**config.mk**
```make
export PLATFORM = sky130hd
export DESIGN_NAME = lfsr_stream_flat
export DESIGN_NICKNAME = d
export VERILOG_FILES = /design/src/rtl/lfsr_pkg.sv /design/src/rtl/lfsr_stream_if.sv /design/src/rtl/lfsr_step.sv /design/src/rtl/lfsr_stream.sv /design/src/flat_wrapper.sv
export SDC_FILE = /design/constraint.sdc
export NUM_CORES = 1
export LEC_CHECK = 0
export CORE_ASPECT_RATIO = 0.8
export CORE_UTILIZATION = 60
export DETAILED_ROUTE_END_ITERATION = 16
export DONT_BUFFER_PORTS = 1
export HOLD_SLACK_MARGIN = 0.12
export PLACE_DENSITY = 0.76
export SETUP_SLACK_MARGIN = 0.05
export SYNTH_ARGS = -nofsm -noshare
export SYNTH_HDL_FRONTEND = slang
export SYNTH_SLANG_ARGS = --single-unit
```
**constraint.sdc**
```tcl
create_clock -name clk -period 2.02 [get_ports clk]
set_clock_uncertainty 0.15 [all_clocks]
set_input_delay 0.404 -clock clk [delete_from_list [all_inputs] [get_ports clk]]
set_output_delay 0.404 -clock clk [all_outputs]
set_load 0.01 [all_outputs]
```
**src/rtl/lfsr_pkg.sv**
```systemverilog
// lfsr_pkg: shared definitions for the lfsr_stream generator.
//   - st_t: generator FSM encodings (IDLE / RUN / DRAIN)
//   - default feedback masks and seeds for common widths. Each mask sets
//     bit k for every term x^k of a primitive polynomial except x^WIDTH,
//     so feedback is fb = ^(state & TAPS) and the period is maximal.
package lfsr_pkg;

  typedef enum logic [1:0] {
    ST_IDLE  = 2'd0,
    ST_RUN   = 2'd1,
    ST_DRAIN = 2'd2
  } st_t;

  // x^8 + x^4 + x^3 + x^2 + 1
  localparam logic [7:0]  TAPS8  = 8'h1D;
  localparam logic [7:0]  SEED8  = 8'h01;
  // x^16 + x^14 + x^13 + x^11 + 1
  localparam logic [15:0] TAPS16 = 16'h6801;
  localparam logic [15:0] SEED16 = 16'h0001;
  // x^32 + x^22 + x^2 + x + 1
  localparam logic [31:0] TAPS32 = 32'h0040_0007;
  localparam logic [31:0] SEED32 = 32'h0000_0001;

endpackage

```
**src/rtl/lfsr_stream_if.sv**
```systemverilog
// lfsr_stream_if: valid/ready output stream of the LFSR generator.
//   out_valid  producer -> consumer  out_data is valid
//   out_ready  consumer -> producer  consumer accepts out_data
//   out_data   producer -> consumer  current LFSR state (WIDTH bits)
// Modports: master (generator side), slave (consumer side).
interface lfsr_stream_if #(
  parameter int unsigned WIDTH = 8
);
  logic             out_valid;
  logic             out_ready;
  logic [WIDTH-1:0] out_data;

  modport master (output out_valid, output out_data, input out_ready);
  modport slave  (input out_valid, input out_data, output out_ready);
endinterface

```
**src/rtl/lfsr_step.sv**
```systemverilog
// lfsr_step: one combinational Fibonacci LFSR shift.
//   din   in   WIDTH  state before the shift
//   dout  out  WIDTH  {^(din & TAPS), din[WIDTH-1:1]}
module lfsr_step #(
  parameter int unsigned      WIDTH = 8,
  parameter logic [WIDTH-1:0] TAPS  = 8'h1D
) (
  input  logic [WIDTH-1:0] din,
  output logic [WIDTH-1:0] dout
);

  assign dout = {^(din & TAPS), din[WIDTH-1:1]};

endmodule

```
**src/rtl/lfsr_stream.sv**
```systemverilog
// lfsr_stream: clocked Fibonacci LFSR pseudo-random source with a
// valid/ready output stream, run-time seed load, STEP shifts per transfer,
// period-wrap pulse and zero-lock flag.
// Ports:
//   clk       in   clock, rising edge
//   rst_n     in   asynchronous reset, active-low
//   en        in   run request
//   ld_valid  in   seed load strobe (one cycle)
//   ld_data   in   seed value (WIDTH bits)
//   strm      lfsr_stream_if.master: out_valid / out_ready / out_data
//   wrap      out  one-cycle pulse after a transfer lands on the loaded seed
//   locked    out  state is all-zero
// Configuration macro: LFSR_ZERO_GUARD_EN
//   defined   -> a zero load is replaced by SEED, locked tied to 0
//   undefined -> a zero load is accepted, locked flags the stuck state
module lfsr_stream
  import lfsr_pkg::*;
#(
  parameter int unsigned      WIDTH = 8,
  parameter logic [WIDTH-1:0] TAPS  = WIDTH'(TAPS8),
  parameter logic [WIDTH-1:0] SEED  = WIDTH'(SEED8),
  parameter int unsigned      STEP  = 1
) (
  input  logic             clk,
  input  logic             rst_n,
  input  logic             en,
  input  logic             ld_valid,
  input  logic [WIDTH-1:0] ld_data,
  lfsr_stream_if.master    strm,
  output logic             wrap,
  output logic             locked
);

  st_t              st, st_nxt;
  logic [WIDTH-1:0] state, state_nxt, seed_reg, shifted, ld_val;
  logic             valid, xfer;
  logic [WIDTH-1:0] chain [STEP+1];

  // STEP chained single shifts; chain[STEP] is the post-transfer state
  assign chain[0] = state;
  for (genvar i = 0; i < STEP; i++) begin : g_step
    lfsr_step #(.WIDTH(WIDTH), .TAPS(TAPS)) u_step (
      .din  (chain[i]),
      .dout (chain[i+1])
    );
  end
  assign shifted = chain[STEP];

`ifdef LFSR_ZERO_GUARD_EN
  assign ld_val = (ld_data == '0) ? SEED : ld_data;
`else
  assign ld_val = ld_data;
`endif

  // out_valid is decoded from the state register only, so no input
  // reaches the stream outputs combinationally
  assign valid          = (st != ST_IDLE);
  assign xfer           = valid & strm.out_ready;
  assign strm.out_valid = valid;
  assign strm.out_data  = state;

  always_comb begin
    st_nxt = st;
    unique case (st)
      ST_IDLE:  if (en) st_nxt = ST_RUN;
      ST_RUN:   if (!en) st_nxt = xfer ? ST_IDLE : ST_DRAIN;
      ST_DRAIN: if (xfer) st_nxt = ST_IDLE;
      default:  st_nxt = ST_IDLE;
    endcase
  end

  // A load overrides the shift of a coincident transfer
  always_comb begin
    state_nxt = state;
    if (ld_valid)  state_nxt = ld_val;
    else if (xfer) state_nxt = shifted;
  end

  always_ff @(posedge clk or negedge rst_n) begin
    if (!rst_n) begin
      st       <= ST_IDLE;
      state    <= SEED;
      seed_reg <= SEED;
      wrap     <= 1'b0;
    end else begin
      st    <= st_nxt;
      state <= state_nxt;
      if (ld_valid) seed_reg <= ld_val;
      wrap <= xfer & ~ld_valid & (shifted == seed_reg);
    end
  end

`ifdef LFSR_ZERO_GUARD_EN
  assign locked = 1'b0;
`else
  always_ff @(posedge clk or negedge rst_n) begin
    if (!rst_n) locked <= 1'b0;
    else        locked <= (state_nxt == '0);
  end
`endif

endmodule

```
**src/flat_wrapper.sv**
```systemverilog
// flat-port wrapper written by rule: the top's interface ports become plain ports
module lfsr_stream_flat import lfsr_pkg::*;
#(
  parameter int unsigned      WIDTH = 8,
  parameter logic [WIDTH-1:0] TAPS  = WIDTH'(TAPS8),
  parameter logic [WIDTH-1:0] SEED  = WIDTH'(SEED8),
  parameter int unsigned      STEP  = 1
)
  (clk, rst_n, en, ld_valid, ld_data, wrap, locked, strm_out_valid, strm_out_data, strm_out_ready);
  lfsr_stream_if #(.WIDTH(WIDTH)) strm_i ();
  input  logic clk;
  input  logic rst_n;
  input  logic en;
  input  logic ld_valid;
  input  logic [WIDTH-1:0] ld_data;
  output logic wrap;
  output logic locked;
  output wire logic [$bits(strm_i.out_valid)-1:0] strm_out_valid;
  output wire logic [$bits(strm_i.out_data)-1:0] strm_out_data;
  input wire logic [$bits(strm_i.out_ready)-1:0] strm_out_ready;
  assign strm_out_valid = strm_i.out_valid;
  assign strm_out_data = strm_i.out_data;
  assign strm_i.out_ready = strm_out_ready;
  lfsr_stream #(.WIDTH(WIDTH), .TAPS(TAPS), .SEED(SEED), .STEP(STEP)) u_core (.clk(clk), .rst_n(rst_n), .en(en), .ld_valid(ld_valid), .ld_data(ld_data), .strm(strm_i), .wrap(wrap), .locked(locked));
endmodule
```
==> results of run 1 <==
[per-layer routing]
layer	track usage (%)	vias up	share of wire (%)
li1	-	333	-
met2	45.21	23	46
met4	6.429	0	1.7
met5	0	-	0
met1	39.94	358	47
met3	7.547	7	5.3
[metrics by stage]
| stage | utilization (%) | instances |
|---|---|---|
| 2_1_floorplan | - | 88 |
| 3_3_place_gp | 68.21 | 106 |
| 3_5_place_dp | 68.21 | 106 |
| 4_1_cts | 78.26 | 121 |
| 5_1_grt | 79.55 | 122 |
| 6_report | 79.55 | 122 |
[path summary, 6_finish.rpt]
| path | from | end | slack (ns) |
|---|---|---|---|
| max reg2reg | u_core.st[1] | u_core.locked | 0.21 |
| min | ld_valid | u_core.strm.out_data[2] | 0.13 |
| min reg2reg | u_core.seed_reg[3] | u_core.seed_reg[3] | 0.39 |
| max | u_core.st[1] | u_core.locked | 0.21 |
| max in group asynchronous | rst_n | u_core.seed_reg[4] | 0.68 |
| min in group asynchronous | rst_n | u_core.strm.out_data[7] | 0.50 |
[report_power, final]
group | leakage (nW) | internal [W] | switching, W
registers | 0.241 | 0.000441 | 0.0000603
logic | 0.254 | 0.0000948 | 0.0000799
clock network | 0.0210 | 0.000110 | 0.000124
total | 0.517 | 0.000646 | 0.000264
[synth_stat cells]
cell type	instances	area, sq um
nor2b_1	1	6.260
mux2_2	6	67.56
o21ai_0	7	35.03
mux2i_1	5	50.05
a221oi_1	1	8.760
o211a_1	1	10.01
or4_1	1	7.510
or3_1	1	6.260
nor4_1	2	12.51
nand3b_1	1	7.510
nor4b_1	1	8.760
o21ai_2	1	8.760
o311ai_0	1	8.760
nand2_1	4	15.01
dfstp_2	2	52.55
and2_1	1	6.260
clkbuf_1	3	11.26
xnor2_1	8	70.07
nor2_1	2	7.510
or2_2	1	6.260
xor2_1	3	26.28
and2b_2	1	8.760
o221ai_1	1	8.760
a211oi_1	2	15.01
buf_6	1	11.26
dfrtp_1	18	450.4
a22oi_1	1	7.510
inv_1	7	26.28
nor3_1	1	5.000
a21oi_1	2	10.01
nand4_1	1	6.260
[cells by family after synthesis]
family,after synthesis,share of synthesized area [%]
compound gates,17,11.47
xor+xnor,11,9.810
buf+inv,11,4.968
flops,20,51.21
mux,11,11.97
simple gates,18,10.58
[repair_timing]
| item | 4_1_cts | 5_1_grt |
|---|---|---|
| hold buffers | 11 | 1 |
| resized for setup | 0 | 2 |
| endpoints found under the hold margin | 37 | 1 |
| endpoints found under the setup margin | 0 | 1 |
[cell type report]
| cell class | instances | area share (%) |
|---|---|---|
| tap | 21 | 2.268 |
| sequential | 20 | 43.41 |
| clock buffer | 4 | 3.132 |
| inverter | 7 | 2.268 |
| timing repair buffer | 13 | 11.23 |
| multi-input combinational | 57 | 37.69 |
==> reports/qor.yml, run 1 <==
crit_buf_inv: 0
ys_ff_latch: 20
ir_drop_mv: 0.5913
post-dp-hpwl_um: 1375
globalRouteOverflowTotal: 0
worstSetupStartpointType: "register"
hold_path_class: "input port to register"
ant_nets: 0
coreArea_sq_mm: 0.001456
path_clk_slew_ns: 0.11
crit_cells: 4
drt_pre_antenna_iters: 4
gp_congestion: 0.7668
p_leak_nw: 0.5169
hold_slack_ns: 0.1286
dieArea_sq_mm: 0.001804
grt_pass1_vias: 713
max_freq_mhz: 552.7
crit_path_frequent_cell: "mux2_2"
ioPinCount: 24
routed_wirelength_um: 2162
die_h_um: 38.19
crit_fanout: 6
cp_top_family: "multiplexers"
ctsHtreeMaxLevel: 1
dp_slack_ns: 0.1662
post_synth_num_cell_types: 31
synthCells: 88
slew_headroom_pct: 41.43
cts.sinks: 20
grt_max_degree: 21
remaining_drc_errors: 0
slew_violations: 0
register_area_sq_um: 503.0
status: "completed"
multi_input_area_sq_um: 436.7
drive_gt1_share_pct: 16.83
power.density_mw_per_mm2: 786.0
avgSynthCellArea_sq_um: 11.16
cp.arrival_ns: 1.86
final.min_clock_period_ns: 1.809
max_stage_delay_ns: 0.46
synth_area_sq_um: 982.2
grt_pass1_wl_um: 3450
ff2ff_path_depth: 4
drv_cap: 0
grt_usage_pct: 28.83
fin_setup_tns_ns: 0
num-nets-final: 115
synth_fp_nets: 101
postCtsSetupRepairBufs: 0
drtIter0Drc: 13
required_ns: 2.07
final_cell_mix: "18 x dfrtp_1, 11 x dlygate4sd3_1, 8 x xnor2_1"
vias: 721
final_area_sq_mm: 0.001159
num-fill-cells: 98
path_class: "register to register"
p_total_w: 0.0009107
cts_buffer_depth: 2
tightest_slew_ns: 0.8757
post_drt_via_cell_ratio: 5.910
synth-warning-count: 0
rsz0062_at_grt: "no"
start_util_pct: 67.44
setup_ws_ns: 0.2108
numCtsBuffers: 3
finalCritPeriodShare_pct: 89.56
rows: 12
cts_tree: "done"
die_w_um: 47.24
root_buffer: "clkbuf_4"
cp_slowest_cell: "dfrtp_1"
endpoint_kind: "register"
antennaDiodeCount: 0
yosysSeqAreaShare_pct: 51.21
final_common_cell: "dfrtp_1"
clk_latency_ns: 0.30
hold_viol: 0
setup_violations: 0
syn2layout_area_growth_pct: 17.96
port-buffer-count: 0
wl_per_cell_um: 17.72
dpl_cell_area_sq_um: 993.5
crit_chain: "o21ai_2 > mux2_2 > mux2_2 > nor4_1"
min_path_cells: 2
antenna_found_initial: 0
Note: power is estimated with default switching activity, not from simulation.
==> run 2: changes to the inputs <==
Settings changed: GPL_ROUTABILITY_DRIVEN set to 0.
==> results of run 2 <==
Same layout as run 1: the final DEF is identical, and so are final timing and power.
==> run 3: changes to the inputs <==
Settings changed: CTS_CLUSTER_SIZE set to 28, SLEW_MARGIN set to 20.
==> results of run 3 <==
Same layout as run 1: the final DEF is identical, and so are final timing and power.
